### src/rtl/hack_mem_arbiter_if.sv
// Bus bundle between the Hack CPU data port, a DMA requester and a single-port data RAM.
interface hack_mem_arbiter_if #(
  parameter int unsigned ADDR_W = 15,
  parameter int unsigned DATA_W = 16
);
  logic [ADDR_W-1:0] cpu_addr;
  logic [DATA_W-1:0] cpu_wdata;
  logic              cpu_we;
  logic              cpu_re;
  logic [DATA_W-1:0] cpu_rdata;
  logic              cpu_ce;

  logic              dma_req;
  logic              dma_we;
  logic [ADDR_W-1:0] dma_addr;
  logic [DATA_W-1:0] dma_wdata;
  logic              dma_ack;
  logic [DATA_W-1:0] dma_rdata;

  logic [ADDR_W-1:0] mem_addr;
  logic [DATA_W-1:0] mem_wdata;
  logic              mem_we;
  logic [DATA_W-1:0] mem_rdata;

  // Arbiter side
  modport slave (
    input  cpu_addr, cpu_wdata, cpu_we, cpu_re,
    input  dma_req, dma_we, dma_addr, dma_wdata,
    input  mem_rdata,
    output cpu_rdata, cpu_ce, dma_ack, dma_rdata,
    output mem_addr, mem_wdata, mem_we
  );

  // Requester / RAM side
  modport master (
    output cpu_addr, cpu_wdata, cpu_we, cpu_re,
    output dma_req, dma_we, dma_addr, dma_wdata,
    output mem_rdata,
    input  cpu_rdata, cpu_ce, dma_ack, dma_rdata,
    input  mem_addr, mem_wdata, mem_we
  );
endinterface

### src/rtl/hack_mem_arbiter.sv
// Shares one single-port synchronous RAM between the Hack CPU data port and a DMA port.
// CPU has priority; a starvation counter guarantees the DMA a slot; cpu_ce stalls the CPU.
module hack_mem_arbiter #(
  parameter int unsigned ADDR_W       = 15,
  parameter int unsigned DATA_W       = 16,
  parameter int unsigned STARVE_LIMIT = 4
) (
  input  logic              CLK,
  input  logic              RST,
  hack_mem_arbiter_if.slave bus
);

  localparam int unsigned CNT_W = 4;
  localparam logic [CNT_W-1:0] LIMIT = CNT_W'(STARVE_LIMIT);

  typedef enum logic [1:0] {
    IDLE        = 2'd0,
    CPU_RD_WAIT = 2'd1,
    DMA_RD_WAIT = 2'd2,
    DMA_DONE    = 2'd3
  } state_t;

  state_t            state, state_nxt;
  logic [CNT_W-1:0]  starve_cnt, starve_nxt;
  logic [DATA_W-1:0] cpu_rdata_q, dma_rdata_q;
  logic              cpu_lat, dma_lat;
  logic              cpu_acc, dma_eff, cpu_win;

  logic [ADDR_W-1:0] mem_addr_c;
  logic [DATA_W-1:0] mem_wdata_c;
  logic [DATA_W-1:0] cpu_rdata_c;
  logic              mem_we_c, cpu_ce_c, dma_ack_c;

  // Arbitration, RAM steering and CPU stall generation
  always_comb begin
    state_nxt   = state;
    starve_nxt  = starve_cnt;
    mem_addr_c  = bus.cpu_addr;
    mem_wdata_c = bus.cpu_wdata;
    mem_we_c    = 1'b0;
    cpu_ce_c    = 1'b1;
    dma_ack_c   = 1'b0;
    cpu_rdata_c = cpu_rdata_q;
    cpu_lat     = 1'b0;
    dma_lat     = 1'b0;
    cpu_acc     = bus.cpu_re | bus.cpu_we;
    // DMA_DONE arbitrates with the DMA request masked off
    dma_eff     = (state == IDLE) && bus.dma_req;
    cpu_win     = cpu_acc && (!dma_eff || (starve_cnt < LIMIT));

    case (state)
      IDLE, DMA_DONE: begin
        dma_ack_c = (state == DMA_DONE);
        if ((state == IDLE) && !bus.dma_req) starve_nxt = '0;
        if (cpu_win) begin
          if (dma_eff && (starve_cnt < LIMIT)) starve_nxt = starve_cnt + CNT_W'(1);
          if (bus.cpu_re) begin
            cpu_ce_c  = 1'b0;
            state_nxt = CPU_RD_WAIT;
          end else begin
            mem_we_c  = 1'b1;
            state_nxt = IDLE;
          end
        end else if (dma_eff) begin
          starve_nxt  = '0;
          mem_addr_c  = bus.dma_addr;
          mem_wdata_c = bus.dma_wdata;
          mem_we_c    = bus.dma_we;
          cpu_ce_c    = !cpu_acc;
          state_nxt   = bus.dma_we ? DMA_DONE : DMA_RD_WAIT;
        end else begin
          state_nxt = IDLE;
        end
      end
      CPU_RD_WAIT: begin
        // Read data flows through now; a read-modify-write commits its write here
        cpu_rdata_c = bus.mem_rdata;
        cpu_lat     = 1'b1;
        mem_we_c    = bus.cpu_we;
        state_nxt   = IDLE;
      end
      DMA_RD_WAIT: begin
        mem_addr_c = bus.dma_addr;
        dma_lat    = 1'b1;
        cpu_ce_c   = !cpu_acc;
        state_nxt  = DMA_DONE;
      end
      default: state_nxt = IDLE;
    endcase

    if (!RST) begin
      cpu_ce_c  = 1'b0;
      mem_we_c  = 1'b0;
      dma_ack_c = 1'b0;
    end
  end

  // State, starvation counter and read-data holding registers
  always_ff @(posedge CLK or negedge RST) begin
    if (!RST) begin
      state       <= IDLE;
      starve_cnt  <= '0;
      cpu_rdata_q <= '0;
      dma_rdata_q <= '0;
    end else begin
      state      <= state_nxt;
      starve_cnt <= starve_nxt;
      if (cpu_lat) cpu_rdata_q <= bus.mem_rdata;
      if (dma_lat) dma_rdata_q <= bus.mem_rdata;
    end
  end

  assign bus.mem_addr  = mem_addr_c;
  assign bus.mem_wdata = mem_wdata_c;
  assign bus.mem_we    = mem_we_c;
  assign bus.cpu_ce    = cpu_ce_c;
  assign bus.cpu_rdata = cpu_rdata_c;
  assign bus.dma_ack   = dma_ack_c;
  assign bus.dma_rdata = dma_rdata_q;

endmodule

### src/flat_wrapper.sv
// flat-port wrapper written by rule: the top's interface ports become plain ports
module hack_mem_arbiter_flat 
#(
  parameter int unsigned ADDR_W       = 15,
  parameter int unsigned DATA_W       = 16,
  parameter int unsigned STARVE_LIMIT = 4
)
  (CLK, RST, bus_cpu_addr, bus_cpu_wdata, bus_cpu_we, bus_cpu_re, bus_dma_req, bus_dma_we, bus_dma_addr, bus_dma_wdata, bus_mem_rdata, bus_cpu_rdata, bus_cpu_ce, bus_dma_ack, bus_dma_rdata, bus_mem_addr, bus_mem_wdata, bus_mem_we);
  hack_mem_arbiter_if #(.ADDR_W(ADDR_W), .DATA_W(DATA_W)) bus_i ();
  input  logic CLK;
  input  logic RST;
  input wire logic [$bits(bus_i.cpu_addr)-1:0] bus_cpu_addr;
  input wire logic [$bits(bus_i.cpu_wdata)-1:0] bus_cpu_wdata;
  input wire logic [$bits(bus_i.cpu_we)-1:0] bus_cpu_we;
  input wire logic [$bits(bus_i.cpu_re)-1:0] bus_cpu_re;
  input wire logic [$bits(bus_i.dma_req)-1:0] bus_dma_req;
  input wire logic [$bits(bus_i.dma_we)-1:0] bus_dma_we;
  input wire logic [$bits(bus_i.dma_addr)-1:0] bus_dma_addr;
  input wire logic [$bits(bus_i.dma_wdata)-1:0] bus_dma_wdata;
  input wire logic [$bits(bus_i.mem_rdata)-1:0] bus_mem_rdata;
  output wire logic [$bits(bus_i.cpu_rdata)-1:0] bus_cpu_rdata;
  output wire logic [$bits(bus_i.cpu_ce)-1:0] bus_cpu_ce;
  output wire logic [$bits(bus_i.dma_ack)-1:0] bus_dma_ack;
  output wire logic [$bits(bus_i.dma_rdata)-1:0] bus_dma_rdata;
  output wire logic [$bits(bus_i.mem_addr)-1:0] bus_mem_addr;
  output wire logic [$bits(bus_i.mem_wdata)-1:0] bus_mem_wdata;
  output wire logic [$bits(bus_i.mem_we)-1:0] bus_mem_we;
  assign bus_i.cpu_addr = bus_cpu_addr;
  assign bus_i.cpu_wdata = bus_cpu_wdata;
  assign bus_i.cpu_we = bus_cpu_we;
  assign bus_i.cpu_re = bus_cpu_re;
  assign bus_i.dma_req = bus_dma_req;
  assign bus_i.dma_we = bus_dma_we;
  assign bus_i.dma_addr = bus_dma_addr;
  assign bus_i.dma_wdata = bus_dma_wdata;
  assign bus_i.mem_rdata = bus_mem_rdata;
  assign bus_cpu_rdata = bus_i.cpu_rdata;
  assign bus_cpu_ce = bus_i.cpu_ce;
  assign bus_dma_ack = bus_i.dma_ack;
  assign bus_dma_rdata = bus_i.dma_rdata;
  assign bus_mem_addr = bus_i.mem_addr;
  assign bus_mem_wdata = bus_i.mem_wdata;
  assign bus_mem_we = bus_i.mem_we;
  hack_mem_arbiter #(.ADDR_W(ADDR_W), .DATA_W(DATA_W), .STARVE_LIMIT(STARVE_LIMIT)) u_core (.CLK(CLK), .RST(RST), .bus(bus_i));
endmodule
### config.mk
export PLATFORM = sky130hd
export DESIGN_NAME = hack_mem_arbiter_flat
export DESIGN_NICKNAME = d
export VERILOG_FILES = /design/src/rtl/hack_mem_arbiter_if.sv /design/src/rtl/hack_mem_arbiter.sv /design/src/flat_wrapper.sv
export SDC_FILE = /design/constraint.sdc
export NUM_CORES = 1
export LEC_CHECK = 0
export ABC_AREA = 1
export BUFFER_PORTS_ARGS = -buffer_cell sky130_fd_sc_hd__buf_2
export CORE_MARGIN = 2
export CORE_UTILIZATION = 40
export CTS_CLUSTER_SIZE = 28
export DETAILED_ROUTE_END_ITERATION = 10
export PLACE_DENSITY = 0.79
export REMOVE_ABC_BUFFERS = 1
export SLEW_MARGIN = 20
export SYNTH_ARGS = -nofsm -noshare
export SYNTH_HDL_FRONTEND = slang
export SYNTH_SLANG_ARGS = --single-unit
### constraint.sdc
create_clock -name CLK -period 2 [get_ports CLK]
set_input_delay 0.1 -clock CLK [delete_from_list [all_inputs] [get_ports CLK]]
set_output_delay 0.1 -clock CLK [all_outputs]
set_load 0.005 [all_outputs]
==> impl_metrics.json, run 1 <==
{
  "maxCapViolCount": 0,
  "r2r_end": "u_core.starve_cnt[1]$_DFFE_PN0P_",
  "path_cells": "inv_2, ha_4, nand2_1, a21oi_4, buf_4, nand3_1, nand2_1, buf_2",
  "critPathSlowestCell": "dfrtp_1",
  "vias": 2483,
  "routed_wl_um": 6210,
  "synth_area_um2": 2260,
  "hold_class": "input port to register",
  "ios": 150,
  "timing.final.ws_setup_ns": 0.129,
  "drtPass1Iterations": 4,
  "coreArea_um2": 5470,
  "clkSlewWorstSetupHoldPaths_ns": 0.07,
  "maxSlewHeadroom_pct": 67.8,
  "grt_antenna_before_repair": 0,
  "finClkSkew_ns": 0.00751,
  "overflow": 0,
  "dp_cells": 528,
  "end_kind": "primary output",
  "die_y_um": 79.2,
  "grt_pass1_vias": 2322,
  "cpPeakStageDelay_ns": 0.41,
  "diodes": 0,
  "cp_common_cell": "nand2_1",
  "syn_to_final_growth_pct": 44.8,
  "synth.avg_cell_area_um2": 7.22,
  "cts_tree": "yes",
  "viasPerCell": 4.61,
  "synth_cells": 313,
  "post-place-ws_ns": 0.113,
  "cts_root_buffer": "clkbuf_8",
  "grt_pass1_wl_um": 9880,
  "r2r_slack_ns": 0.52,
  "status": "finished clean",
  "io_buffers": 149,
  "setup_violations": 0,
  "dp_hpwl_um": 4880,
  "drc": 0,
  "whs_endpoint": "u_core.bus.dma_rdata[5]$_DFFE_PN0P_",
  "initial_core_util_pct": 41.3,
  "timing.rr.start": "u_core.state[1]$_DFF_PN0_",
  "crit_buf_inv": 3,
  "gp_routability_congestion": 0.829,
  "hold_path_depth": 3,
  "grt_usage_pct": 19.5,
  "fmax_mhz": 535,
  "crit_type": "register to primary output",
  "cp_data_arrival_time_ns": 1.77,
  "htreeDepth": 2,
  "synth_cell_types": 22,
  "required_ns": 1.90,
  "clock-sinks": 38,
  "synth-seq-cells": 38,
  "fillers": 519,
  "cts_buffers": 5,
  "grt_max_degree": 35,
  "cp-start-kind": "register",
  "drt-initial-drc-count": 65,
  "slew_violations": 0,
  "crit_fanout": 16,
  "row_count": 27,
  "instances_no_fill": 539,
  "peakVddDrop_mv": 0.869,
  "fin_crit_ns": 1.87,
  "powerDensity_nw_per_um2": 1390,
  "drive_above_1_share_pct": 41.3,
  "die_area_um2": 6270,
  "clk_latency_ns": 0.28,
  "hold_viol": 0,
  "final_antenna_net_count": 0,
  "seq_area_frac_synth_pct": 42.1,
  "cp_top_family": "buffers and inverters",
  "routedWlPerCell_um": 11.5,
  "die-width_um": 79.2,
  "period_share_pct": 93.5,
  "total_leakage_power_nw": 2.00,
  "r2r_cells": 10,
  "min_from": "bus_mem_rdata[5]",
  "synth_warnings": 0,
  "worst_slew_pin_slew_ns": 0.483,
  "final_nets": 557,
  "cts_buffer_depth": 2
}
[worst register-to-register path, cell delays in order (launching register included)]
cell	delay [ns]
dfrtp_1	0.41
inv_2	0.11
ha_4	0.14
nand2_1	0.10
inv_2	0.12
o21ai_0	0.09
nand2_1	0.14
buf_4	0.13
inv_1	0.04
nand3_1	0.06
nand2_1	0.05
[cell usage in the layout (no fill, tap or decap), types with 2 or more instances in the layout]
cell type,instances
nand2_1,151
buf_2,149
dfrtp_1,38
inv_1,29
nand3_1,20
nor2_1,18
mux2_2,16
buf_4,10
clkbuf_8,6
ha_1,5
o21ai_0,4
inv_2,2
nand2_2,2
nand2_8,2
o211ai_1,2
a21oi_1,2
[synth_stat cells (all sizes together)]
library cell	number	area [um^2]
nand2	156	603
dfrtp	38	951
inv	31	116
nand3	20	100
nor2	19	73.8
mux2	16	180
buf	9	53.8
ha	6	75.1
clkbuf	5	18.8
o21ai	4	20.0
a21oi	3	26.3
o211ai	2	15.0
a21boi	1	7.51
nand3b	1	7.51
nand4	1	6.26
o22ai	1	6.26
[worst max-delay path by stage]
stage,from,cells after the start,to,slack [ns]
2_1_floorplan,u_core.state[0]$_DFF_PN0_,7,bus_mem_addr[0],0.12
3_3_place_gp,u_core.state[0]$_DFF_PN0_,9,bus_mem_addr[6],0.22
3_5_place_dp,u_core.state[1]$_DFF_PN0_,10,bus_mem_addr[12],0.11
4_1_cts,u_core.state[0]$_DFF_PN0_,10,bus_mem_addr[12],0.02
5_1_grt,u_core.state[1]$_DFF_PN0_,9,bus_mem_addr[7],-0.008
6_report,u_core.state[1]$_DFF_PN0_,8,bus_mem_wdata[13],0.13
[where the power goes]
group | total [mW] | switching, mW | internal, mW
sequential | 1.31 | 0.163 | 1.14
combinational | 2.60 | 1.41 | 1.19
clock | 0.636 | 0.237 | 0.399
total | 4.55 | 1.82 | 2.73
[repair_timing]
item | in CTS | in global routing
resized for setup | 4 | 5
endpoints found under the setup margin | 27 | 33
setup buffers | 0 | 3
hold buffers | 1 | 0
pin swaps | 0 | 2
endpoints found under the hold margin | 4 | 0
[metal layers]
layer / part of all wire [%] / GRT usage, % / up-vias / wire length, um
met1: 40 / 21.4 / 1126 / 2490
met5: 0 / 0 / - / 0
met3: 9.5 / 6.25 / 5 / 592
li1: - / - / 1261 / -
met2: 50 / 35.9 / 91 / 3080
met4: 0.74 / 5.34 / 0 / 46
[per-stage QoR]
step	total power, mW	setup TNS (ns)	instance area (um^2)	utilization, %	hold WS [ns]
5_1_grt	4.97	-0.0147	3270	59.8	0.0240
3_5_place_dp	3.79	0	3080	56.4	-0.0525
3_3_place_gp	3.69	0	3080	56.4	-0.0566
6_report	4.55	0	3270	59.8	0.0318
2_1_floorplan	2.70	0	2190	-	-0.196
4_1_cts	4.52	0	3240	59.1	0.0240
[layout make-up]
| class | count | area [um^2] | area share, % |
|---|---|---|---|
| repair buffers | 161 | 842 | 25.7 |
| well taps | 72 | 90.1 | 2.75 |
| clock buffers | 6 | 82.6 | 2.52 |
| flip-flops and latches | 38 | 951 | 29.1 |
| inverters | 31 | 116 | 3.56 |
| multi-input cells | 230 | 1160 | 35.5 |
| clock inverters | 1 | 30.0 | 0.917 |
[sequential cells by signal, indices dropped and copies added (netlist names)]
| signal | count |
|---|---|
| u_core.cpu_rdata_q | 16 |
| u_core.starve_cnt | 4 |
| u_core.state | 2 |
| u_core.bus.dma_rdata | 16 |
[cell families after synthesis]
kind of cell | after synthesis | synth area share [%]
simple gates | 197 | 35.0
flops | 38 | 42.1
buf+inv | 45 | 8.36
fa+ha+maj | 6 | 3.32
compound gates | 11 | 3.32
mux | 16 | 7.97
Power figures use the tool's default switching activity.
==> run 2: changes to the inputs <==
--- a/config.mk
+++ b/config.mk
@@ -7,6 +7,7 @@
 export LEC_CHECK = 0
 export ABC_AREA = 1
 export BUFFER_PORTS_ARGS = -buffer_cell sky130_fd_sc_hd__buf_2
+export CORE_ASPECT_RATIO = 1.5
 export CORE_MARGIN = 2
 export CORE_UTILIZATION = 40
 export CTS_CLUSTER_SIZE = 28
==> run 2 against run 1 <==
Net effect: clock power about the same; design area increased by 2.8%; largest cell class unchanged; flip-flop and latch count unchanged.
==> impl_metrics.json, run 2 (synthesized netlist as in run 1, its figures left out) <==
{
  "status": "finished clean",
  "syn_to_final_growth_pct": 48.8,
  "diodes": 0,
  "cts_root_buffer": "clkbuf_8",
  "vias": 2475,
  "cts_buffer_depth": 2,
  "period_share_pct": 94.8,
  "crit_buf_inv": 3,
  "cp_top_family": "buffers and inverters",
  "required_ns": 1.90,
  "coreArea_um2": 5450,
  "clock-sinks": 38,
  "drt-initial-drc-count": 72,
  "maxSlewHeadroom_pct": 66.6,
  "io_buffers": 149,
  "dp_cells": 526,
  "fmax_mhz": 527,
  "maxCapViolCount": 0,
  "min_from": "bus_mem_rdata[14]",
  "ios": 150,
  "crit_fanout": 4,
  "hold_class": "input port to register",
  "grt_pass1_wl_um": 9050,
  "clk_latency_ns": 0.29,
  "gp_routability_congestion": 0.832,
  "slew_violations": 0,
  "viasPerCell": 4.54,
  "die-width_um": 65.4,
  "crit_type": "register to primary output",
  "cts_tree": "yes",
  "dp_hpwl_um": 4760,
  "setup_violations": 0,
  "initial_core_util_pct": 41.5,
  "grt_pass1_vias": 2125,
  "final_nets": 564,
  "overflow": 0,
  "total_leakage_power_nw": 2.04,
  "r2r_slack_ns": 0.45,
  "power_mw": 4.74,
  "whs_endpoint": "u_core.bus.dma_rdata[14]$_DFFE_PN0P_",
  "r2r_cells": 8,
  "grt_usage_pct": 18.6,
  "cts_buffers": 5,
  "row_count": 33,
  "routedWlPerCell_um": 11.6,
  "cp-start-kind": "register",
  "setup_tns_ns": 0,
  "hold_ws_ns": 0.0202,
  "drive_above_1_share_pct": 42.9,
  "drtPass1Iterations": 4,
  "timing.rr.start": "u_core.state[0]$_DFF_PN0_",
  "final_antenna_net_count": 0,
  "post-place-ws_ns": 0.0581,
  "powerDensity_nw_per_um2": 1410,
  "r2r_end": "u_core.starve_cnt[1]$_DFFE_PN0P_",
  "layout_common_cells": "149 x nand2_1, 149 x buf_2, 38 x dfrtp_1",
  "drc": 0,
  "clkSlewWorstSetupHoldPaths_ns": 0.07,
  "cpPeakStageDelay_ns": 0.41,
  "hold_viol": 0,
  "end_kind": "primary output",
  "htreeDepth": 2,
  "cp_common_cell": "nand2_1",
  "hold_path_depth": 3,
  "peakVddDrop_mv": 1.05,
  "cp_data_arrival_time_ns": 1.80,
  "fin_crit_ns": 1.90,
  "critPathSlowestCell": "dfrtp_1",
  "routed_wl_um": 6310,
  "worst_slew_pin_slew_ns": 0.502,
  "die_area_um2": 6280,
  "die_y_um": 96.1,
  "finClkSkew_ns": 0.00525,
  "grt_antenna_before_repair": 0,
  "grt_max_degree": 25,
  "path_cells": "inv_1, ha_4, nand2_2, a21oi_4, nand2_8, buf_4, nand2_1, nand2_1, buf_2",
  "instances_no_fill": 545,
  "timing.final.ws_setup_ns": 0.103
}
[run 2: cell types whose count changed in the layout (fill, tap and decap cells not counted), moves of 2 or more]
cell and delta:
buf_4 +2, buf_6 +2, clkinv_2 +2, nand2_1 -2, nand2_4 +2
[run 2: timing repair]
action / CTS / global route
setup endpoints to repair: 16 / 33
cloned: 0 / 1
gates resized for setup: 5 / 15
endpoints found under the hold margin: 20 / 0
pin swaps: 0 / 3
setup buffers: 1 / 8
hold buffers: 1 / 0
[run 2: worst min-delay path: stages]
cell	delay, ns
buf_2	0.09
nand2_1	0.04
nand2_1	0.05
[run 2: metrics by stage]
| stage | cell area [um^2] | util, % |
|---|---|---|
| after floorplan | 2190 | - |
| after global placement | 3080 | 56.5 |
| after detailed placement | 3080 | 56.5 |
| after CTS | 3230 | 59.2 |
| after global routing | 3360 | 61.7 |
| final | 3360 | 61.7 |
[run 2: routing by layer]
metal / wire, um / global-route usage (%) / vias up
met4: 65 / 6.77 / 0
met5: 0 / 0 / -
met1: 2440 / 20.3 / 1082
met2: 3160 / 33.4 / 109
li1: - / - / 1279
met3: 638 / 5.85 / 5
[run 2: cell type report]
class                      count  area [um^2]
clock buffer                   5         68.8
clock inverter                 3         40.0
fill                         485         2090
inverter                      31          120
multi-input combinational    231         1180
sequential                    38          951
tap                           70         87.6
timing repair buffer         167          915
[run 2: worst max-delay path by stage]
stage | start | to | slack, ns | depth (start not counted)
floorplan | u_core.state[0]$_DFF_PN0_ | bus_mem_addr[0] | 0.12 | 7
global placement | u_core.state[1]$_DFF_PN0_ | bus_mem_addr[14] | 0.15 | 10
detailed placement | u_core.state[1]$_DFF_PN0_ | bus_mem_addr[11] | 0.06 | 10
CTS | u_core.state[1]$_DFF_PN0_ | bus_mem_addr[4] | 0.005 | 9
global route | u_core.state[0]$_DFF_PN0_ | bus_mem_addr[9] | -0.002 | 9
finish | u_core.state[0]$_DFF_PN0_ | bus_mem_wdata[13] | 0.10 | 9
[run 2: where the power goes]
group | internal (mW) | leakage, nW | switching [mW]
Sequential | 1.14 | 0.461 | 0.169
Clock | 0.367 | 0.0579 | 0.269
Combinational | 1.31 | 1.52 | 1.48
